File: src/rtl/apb_pkg.sv
// Shared APB definitions: FSM states, bus widths and the slave-select address bit.
// Latency: none, compile-time constants only.
// Backpressure: not applicable.
package apb_pkg;

  localparam int APB_ADDR_W  = 8;
  localparam int APB_DATA_W  = 8;
  localparam int APB_SEL_BIT = 7;

  typedef enum logic [1:0] {
    IDLE   = 2'd0,
    SETUP  = 2'd1,
    ACCESS = 2'd2
  } apb_state_t;

endpackage

File: src/rtl/apb_master_if.sv
// Bundle of the host request/response signals and the two-slave APB bus.
// Latency: none, wires only.
// Backpressure: host side is throttled by host_ready, APB side by PREADY1/PREADY2.
interface apb_master_if;
  import apb_pkg::*;

  logic                  host_req;
  logic                  host_write;
  logic [APB_ADDR_W-1:0] host_addr;
  logic [APB_DATA_W-1:0] host_wdata;
  logic                  host_ready;
  logic                  host_done;
  logic                  host_err;
  logic [APB_DATA_W-1:0] host_rdata;

  logic                  PSEL1;
  logic                  PSEL2;
  logic                  PENABLE;
  logic                  PWRITE;
  logic [APB_ADDR_W-1:0] PADDR;
  logic [APB_DATA_W-1:0] PWDATA;
  logic [APB_DATA_W-1:0] PRDATA1;
  logic [APB_DATA_W-1:0] PRDATA2;
  logic                  PREADY1;
  logic                  PREADY2;

  // View of the APB master block itself.
  modport master (
    input  host_req, host_write, host_addr, host_wdata,
    output host_ready, host_done, host_err, host_rdata,
    output PSEL1, PSEL2, PENABLE, PWRITE, PADDR, PWDATA,
    input  PRDATA1, PRDATA2, PREADY1, PREADY2
  );

  // View of the surrounding host plus slaves.
  modport slave (
    output host_req, host_write, host_addr, host_wdata,
    input  host_ready, host_done, host_err, host_rdata,
    input  PSEL1, PSEL2, PENABLE, PWRITE, PADDR, PWDATA,
    output PRDATA1, PRDATA2, PREADY1, PREADY2
  );

endinterface

File: src/rtl/apb_decode.sv
// Slave decode from the select address bit plus PRDATA/PREADY return mux.
// Latency: purely combinational.
// Backpressure: forwards only the selected slave's PREADY; the other slave is ignored.
module apb_decode
  import apb_pkg::*;
(
  input  logic                  sel_en,
  input  logic                  sel_hi,
  input  logic [APB_DATA_W-1:0] prdata1,
  input  logic [APB_DATA_W-1:0] prdata2,
  input  logic                  pready1,
  input  logic                  pready2,
  output logic                  psel1,
  output logic                  psel2,
  output logic [APB_DATA_W-1:0] rdata,
  output logic                  ready
);

  // Exactly one select while a transfer is in flight, none otherwise.
  assign psel1 = sel_en & ~sel_hi;
  assign psel2 = sel_en &  sel_hi;

  // Return path follows the same address bit as the select.
  assign rdata = sel_hi ? prdata2 : prdata1;
  assign ready = sel_hi ? pready2 : pready1;

endmodule

File: src/rtl/apb_master.sv
// Single-outstanding APB master bridging a simple host request port to two slaves.
// Latency: accept at edge N, SETUP N+1, ACCESS N+2, host_done N+3 with no wait states.
// Backpressure: host_ready low during SETUP and waiting ACCESS; aborts after TIMEOUT ACCESS cycles.
module apb_master
  import apb_pkg::*;
#(
  parameter int TIMEOUT = 16
)
(
  input  logic         PCLK,
  input  logic         PRESETn,
  apb_master_if.master bus
);

  localparam int CNT_W = (TIMEOUT < 2) ? 1 : $clog2(TIMEOUT + 1);

  apb_state_t            state;
  logic                  busy;
  logic                  penable;
  logic                  pwrite;
  logic [APB_ADDR_W-1:0] paddr;
  logic [APB_DATA_W-1:0] pwdata;
  logic [APB_DATA_W-1:0] rdata;
  logic                  done;
  logic                  err;
  logic [CNT_W-1:0]      wait_cnt;

  logic                  psel1;
  logic                  psel2;
  logic                  sel_ready;
  logic [APB_DATA_W-1:0] sel_rdata;
  logic                  timeout;
  logic                  host_ready;
  logic                  accept;

  apb_decode u_decode (
    .sel_en  (busy),
    .sel_hi  (paddr[APB_SEL_BIT]),
    .prdata1 (bus.PRDATA1),
    .prdata2 (bus.PRDATA2),
    .pready1 (bus.PREADY1),
    .pready2 (bus.PREADY2),
    .psel1   (psel1),
    .psel2   (psel2),
    .rdata   (sel_rdata),
    .ready   (sel_ready)
  );

  // Last allowed ACCESS cycle with the slave still not ready; a late PREADY in it still wins.
  assign timeout    = (state == ACCESS) & ~sel_ready & (wait_cnt == CNT_W'(TIMEOUT - 1));
  assign host_ready = (state == IDLE) | ((state == ACCESS) & sel_ready & ~timeout);
  assign accept     = bus.host_req & host_ready;

  assign bus.host_ready = host_ready;
  assign bus.host_done  = done;
  assign bus.host_err   = err;
  assign bus.host_rdata = rdata;
  assign bus.PSEL1      = psel1;
  assign bus.PSEL2      = psel2;
  assign bus.PENABLE    = penable;
  assign bus.PWRITE     = pwrite;
  assign bus.PADDR      = paddr;
  assign bus.PWDATA     = pwdata;

  // Transfer FSM; an accepted request overrides the completion path so back-to-back goes straight to SETUP.
  always_ff @(posedge PCLK or negedge PRESETn) begin
    if (!PRESETn) begin
      state    <= IDLE;
      busy     <= 1'b0;
      penable  <= 1'b0;
      pwrite   <= 1'b0;
      paddr    <= '0;
      pwdata   <= '0;
      rdata    <= '0;
      done     <= 1'b0;
      err      <= 1'b0;
      wait_cnt <= '0;
    end else begin
      done <= 1'b0;
      err  <= 1'b0;
      case (state)
        IDLE: begin
        end
        SETUP: begin
          state   <= ACCESS;
          penable <= 1'b1;
        end
        ACCESS: begin
          if (sel_ready) begin
            done <= 1'b1;
            if (!pwrite) rdata <= sel_rdata;
            state   <= IDLE;
            busy    <= 1'b0;
            penable <= 1'b0;
          end else if (timeout) begin
            done    <= 1'b1;
            err     <= 1'b1;
            state   <= IDLE;
            busy    <= 1'b0;
            penable <= 1'b0;
          end else begin
            wait_cnt <= wait_cnt + 1'b1;
          end
        end
        default: begin
          state   <= IDLE;
          busy    <= 1'b0;
          penable <= 1'b0;
        end
      endcase
      if (accept) begin
        paddr    <= bus.host_addr;
        pwrite   <= bus.host_write;
        pwdata   <= bus.host_wdata;
        state    <= SETUP;
        busy     <= 1'b1;
        penable  <= 1'b0;
        wait_cnt <= '0;
      end
    end
  end

endmodule

File: src/flat_wrapper.sv
// flat-port wrapper written by rule: the top's interface ports become plain ports
module apb_master_flat import apb_pkg::*;
#(
  parameter int TIMEOUT = 16
)
  (PCLK, PRESETn, bus_host_req, bus_host_write, bus_host_addr, bus_host_wdata, bus_host_ready, bus_host_done, bus_host_err, bus_host_rdata, bus_PSEL1, bus_PSEL2, bus_PENABLE, bus_PWRITE, bus_PADDR, bus_PWDATA, bus_PRDATA1, bus_PRDATA2, bus_PREADY1, bus_PREADY2);
  apb_master_if bus_i ();
  input  logic PCLK;
  input  logic PRESETn;
  input wire logic [$bits(bus_i.host_req)-1:0] bus_host_req;
  input wire logic [$bits(bus_i.host_write)-1:0] bus_host_write;
  input wire logic [$bits(bus_i.host_addr)-1:0] bus_host_addr;
  input wire logic [$bits(bus_i.host_wdata)-1:0] bus_host_wdata;
  output wire logic [$bits(bus_i.host_ready)-1:0] bus_host_ready;
  output wire logic [$bits(bus_i.host_done)-1:0] bus_host_done;
  output wire logic [$bits(bus_i.host_err)-1:0] bus_host_err;
  output wire logic [$bits(bus_i.host_rdata)-1:0] bus_host_rdata;
  output wire logic [$bits(bus_i.PSEL1)-1:0] bus_PSEL1;
  output wire logic [$bits(bus_i.PSEL2)-1:0] bus_PSEL2;
  output wire logic [$bits(bus_i.PENABLE)-1:0] bus_PENABLE;
  output wire logic [$bits(bus_i.PWRITE)-1:0] bus_PWRITE;
  output wire logic [$bits(bus_i.PADDR)-1:0] bus_PADDR;
  output wire logic [$bits(bus_i.PWDATA)-1:0] bus_PWDATA;
  input wire logic [$bits(bus_i.PRDATA1)-1:0] bus_PRDATA1;
  input wire logic [$bits(bus_i.PRDATA2)-1:0] bus_PRDATA2;
  input wire logic [$bits(bus_i.PREADY1)-1:0] bus_PREADY1;
  input wire logic [$bits(bus_i.PREADY2)-1:0] bus_PREADY2;
  assign bus_i.host_req = bus_host_req;
  assign bus_i.host_write = bus_host_write;
  assign bus_i.host_addr = bus_host_addr;
  assign bus_i.host_wdata = bus_host_wdata;
  assign bus_host_ready = bus_i.host_ready;
  assign bus_host_done = bus_i.host_done;
  assign bus_host_err = bus_i.host_err;
  assign bus_host_rdata = bus_i.host_rdata;
  assign bus_PSEL1 = bus_i.PSEL1;
  assign bus_PSEL2 = bus_i.PSEL2;
  assign bus_PENABLE = bus_i.PENABLE;
  assign bus_PWRITE = bus_i.PWRITE;
  assign bus_PADDR = bus_i.PADDR;
  assign bus_PWDATA = bus_i.PWDATA;
  assign bus_i.PRDATA1 = bus_PRDATA1;
  assign bus_i.PRDATA2 = bus_PRDATA2;
  assign bus_i.PREADY1 = bus_PREADY1;
  assign bus_i.PREADY2 = bus_PREADY2;
  apb_master #(.TIMEOUT(TIMEOUT)) u_core (.PCLK(PCLK), .PRESETn(PRESETn), .bus(bus_i));
endmodule
File: config.mk
export PLATFORM = sky130hd
export DESIGN_NAME = apb_master_flat
export DESIGN_NICKNAME = d
export VERILOG_FILES = /design/src/rtl/apb_pkg.sv /design/src/rtl/apb_master_if.sv /design/src/rtl/apb_decode.sv /design/src/rtl/apb_master.sv /design/src/flat_wrapper.sv
export SDC_FILE = /design/constraint.sdc
export NUM_CORES = 1
export LEC_CHECK = 0
export ABC_AREA = 1
export CELL_PAD_IN_SITES_DETAIL_PLACEMENT = 1
export CELL_PAD_IN_SITES_GLOBAL_PLACEMENT = 1
export CORE_UTILIZATION = 31
export CTS_CLUSTER_SIZE = 25
export DETAILED_ROUTE_END_ITERATION = 6
export PLACE_DENSITY = 0.93
export RECOVER_POWER = 25
export SLEW_MARGIN = 40
export SYNTH_ARGS = -nofsm -noshare
export SYNTH_HDL_FRONTEND = slang
export SYNTH_SLANG_ARGS = --single-unit
File: constraint.sdc
create_clock -name PCLK -period 4.2 [get_ports PCLK]
set_input_delay 0.63 -clock PCLK [delete_from_list [all_inputs] [get_ports PCLK]]
set_output_delay 0.63 -clock PCLK [all_outputs]
set_load 0.01 [all_outputs]
==> flow_metrics.py <==
metrics = {
    "floorplanning": {
        "die_x_um": 73.46,
        "ioPinCount": 69,
        "die_y_um": 73.46,
        "rows": 25,
        "die-area_sq_mm": 0.005396,
        "core_sq_mm": 0.004817,
        "initial_core_util": 0.3286,
    },
    "critical_path": {
        "path_class": "input port to output port",
        "start_kind": "input port",
        "cp.required_ns": 3.57,
        "crit_buf_inv": 2,
        "ff2ff_path_depth": 9,
        "reg2reg_to": "u_core.bus.PADDR[1]",
        "r2r_slack_ns": 2.35,
        "cp.arrival_ns": 2.03,
        "critPathTopFamily": "buffers and inverters",
        "path_depth": 6,
        "rr_startpoint": "u_core.bus.PADDR[7]",
        "worst_path_max_delay_cell": "clkdlybuf4s50_1",
        "critPathCaptureType": "output port",
        "max_stage_delay_ns": 0.53,
        "worstSetupEndpoint": "bus_host_ready",
        "cp_cell_sequence": "clkdlybuf4s50_1 -> nand2_1 -> nand2_2 -> nand2_4 -> nand2_4 -> clkdlybuf4s50_1",
        "setup.worst_path.start": "bus_PREADY2",
        "path_max_fanout": 10,
    },
    "pwr": {
        "share_seq_of_total_power": 0.369,
        "p_per_area_mw_per_mm2": 649.9,
        "power.switching_mw": 0.5832,
        "pwr-share-clk": 0.170,
        "swShare": 0.3741,
        "intPower_mw": 0.9756,
        "p_comb_frac": 0.462,
        "p_leak_nw": 1.204,
        "power_mw": 1.559,
        "irDropWorstVdd_uv": 266.6,
    },
    "clock_tree": {
        "hold_buffers": 0,
        "cts_resized": 0,
        "htreeDepth": 2,
        "root_buffer": "clkbuf_8",
        "cts_tree": "built",
        "cts_sinks": 35,
        "clockBufferDepth": 2,
        "clk_latency_ns": 0.28,
        "cts_buffers": 5,
        "postCtsSetupBuffers": 0,
        "clk_pin_slew_ns": 0.07,
    },
    "synthesis": {
        "ys_types": 19,
        "syn_area_sq_mm": 0.001583,
        "synth_largest_area_cell": "dfrtp_1",
        "synth-xor-area-share": 0.005534,
        "muxShareOfSynthArea": 0,
        "synthSimpleGateAreaFrac": 0.3281,
        "synth_top_area_frac": 0.5534,
        "synth_seq_cells": 35,
        "syn_area_per_cell_sq_um": 7.994,
        "synthTopCellsByArea": "dfrtp_1, nand2_1, o21ai_0",
        "synth_top_family_by_area": "simple AND/OR/NAND/NOR gates",
        "yosys_warnings": 0,
        "synthAdderAreaFrac": 0.01581,
        "synth_compound_area_frac": 0.03794,
        "synthesis.instances": 198,
        "synth-seq-area-share": 0.5534,
        "synth_nets": 238,
    },
    "placement": {
        "finalWeightedCongestion": 0.7148,
        "place_hpwl_um": 3119,
        "place_ws_ns": 1.548,
        "portBuffers": 68,
        "placed_cell_area_sq_mm": 0.002300,
        "placedCellCount": 327,
    },
    "sta": {
        "hold_violations": 0,
        "setup_viol": 0,
        "period_share": 0.6326,
        "worst_slew_pin_slew_ns": 1.889,
        "tns_ns": 0,
        "fin_skew_ns": 0.002577,
        "fin_crit_ns": 2.657,
        "maxSlewViolCount": 36,
        "setup_slack_ns": 1.543,
        "rsz0062_at_grt": "no",
        "max_freq_mhz": 376.4,
        "slew_headroom": -0.2594,
    },
    "grt": {
        "grt_pass1_wl_um": 7100,
        "grt_util_all_layers": 0.1732,
        "antenna_found_initial": 0,
        "grt_max_degree": 36,
        "grt.overflow.total": 0,
        "grt_pass1_vias": 1570,
    },
    "min_path": {
        "hp-class": "register to register",
        "holdCritStartpoint": "u_core.bus.PADDR[4]",
        "holdPathStages": 2,
    },
    "route": {
        "drt_iter0_markers": 40,
        "first_pass_iters": 4,
        "drt_wl_total_um": 4095,
        "via_per_inst": 4.481,
        "wl_per_cell_um": 12.22,
        "postRouteAntennaNets": 0,
        "num_vias": 1501,
        "drc": 0,
    },
    "finish": {
        "final_cells": 335,
        "area_growth_pct": 51.54,
        "final_cell_mix": "nand2_1, clkdlybuf4s50_1, dfrtp_1",
        "final_layout_size_suffix_gt1_frac": 0.05224,
        "fin_area_sq_mm": 0.002399,
        "layout_commonest_cell": "nand2_1",
        "num-nets-final": 307,
        "n_antenna_cell": 0,
    },
    "status": {
        "status": "complete, but fails checks",
        "violations": "capacitance limit, slew limit",
    },
    "run": {
        "maxCapViolCount": 1,
    },
}
## power by group through the flow
stage	Clock (mW)	Combinational (mW)	Sequential, mW
detailed placement	0	0.735	0.577
floorplan	0	0.326	0.599
global route	0.286	0.805	0.594
finish	0.265	0.720	0.575
global placement	0	0.706	0.572
CTS	0.273	0.736	0.576
## registers in the layout (all words and copies together), names as in the netlist
register / flops
u_core.bus.PADDR: 8
u_core.bus.PWDATA: 8
u_core.bus.host_rdata: 8
u_core.wait_cnt: 5
u_core.state: 2
u_core.bus.PWRITE: 1
u_core.bus.host_done: 1
u_core.bus.host_err: 1
u_core.busy: 1
## layer usage
layer	vias up	routed length, um	GRT usage
met2	42	2180	0.3140
met1	718	1672	0.2024
met3	5	201	0.04527
met5	-	0	0
met4	0	40	0.04274
li1	736	-	-
## cell usage after synthesis, drive strengths merged
cell / instances
a21oi: 3
buf: 5
clkbuf: 1
dfrtp: 35
ha: 2
inv: 13
nand2: 112
nand3: 5
nor2: 10
nor3: 1
o21ai: 9
or2: 1
xor2: 1
## metrics by stage
step / util / hold slack (ns)
2_1_floorplan: - / 0.3344
3_3_place_gp: 0.4774 / 0.4642
3_5_place_dp: 0.4774 / 0.4666
4_1_cts: 0.4982 / 0.4544
5_1_grt: 0.4979 / 0.5186
6_report: 0.4979 / 0.4778
## worst min-delay path by stage
stage                                endpoint  slack (ns)
after CTS                     u_core.state[0]        0.45
after global routing      u_core.bus.PADDR[6]        0.52
after detailed placement  u_core.bus.PADDR[4]        0.47
final                     u_core.bus.PADDR[4]        0.48
after floorplan           u_core.bus.PADDR[0]        0.33
after global placement    u_core.bus.PADDR[3]        0.46
## worst min-delay path, stage by stage, from the launching register on
cell and delay (ns):
dfrtp_1 0.34, nand2_1 0.05, nand2_1 0.05
## kinds of logic (layout without fill, tap and decap cells)
group                      after synthesis  in the layout
and+or+nand+nor                        129            129
DFF                                     35             35
buffers and inverters                   19             89
AOI/OAI and AO/OA                       12             12
adders and majority gates                2              2
xor gates and xnor gates                 1              1
## final cells by class
class | count | area, sq um
timing repair buffer | 68 | 674.4
sequential | 35 | 875.8
tap | 67 | 83.83
inverter | 13 | 51.30
fill | 596 | 2419
multi-input combinational | 144 | 613.1
clock buffer | 8 | 100.1
Note: power is estimated with default switching activity, not from simulation.
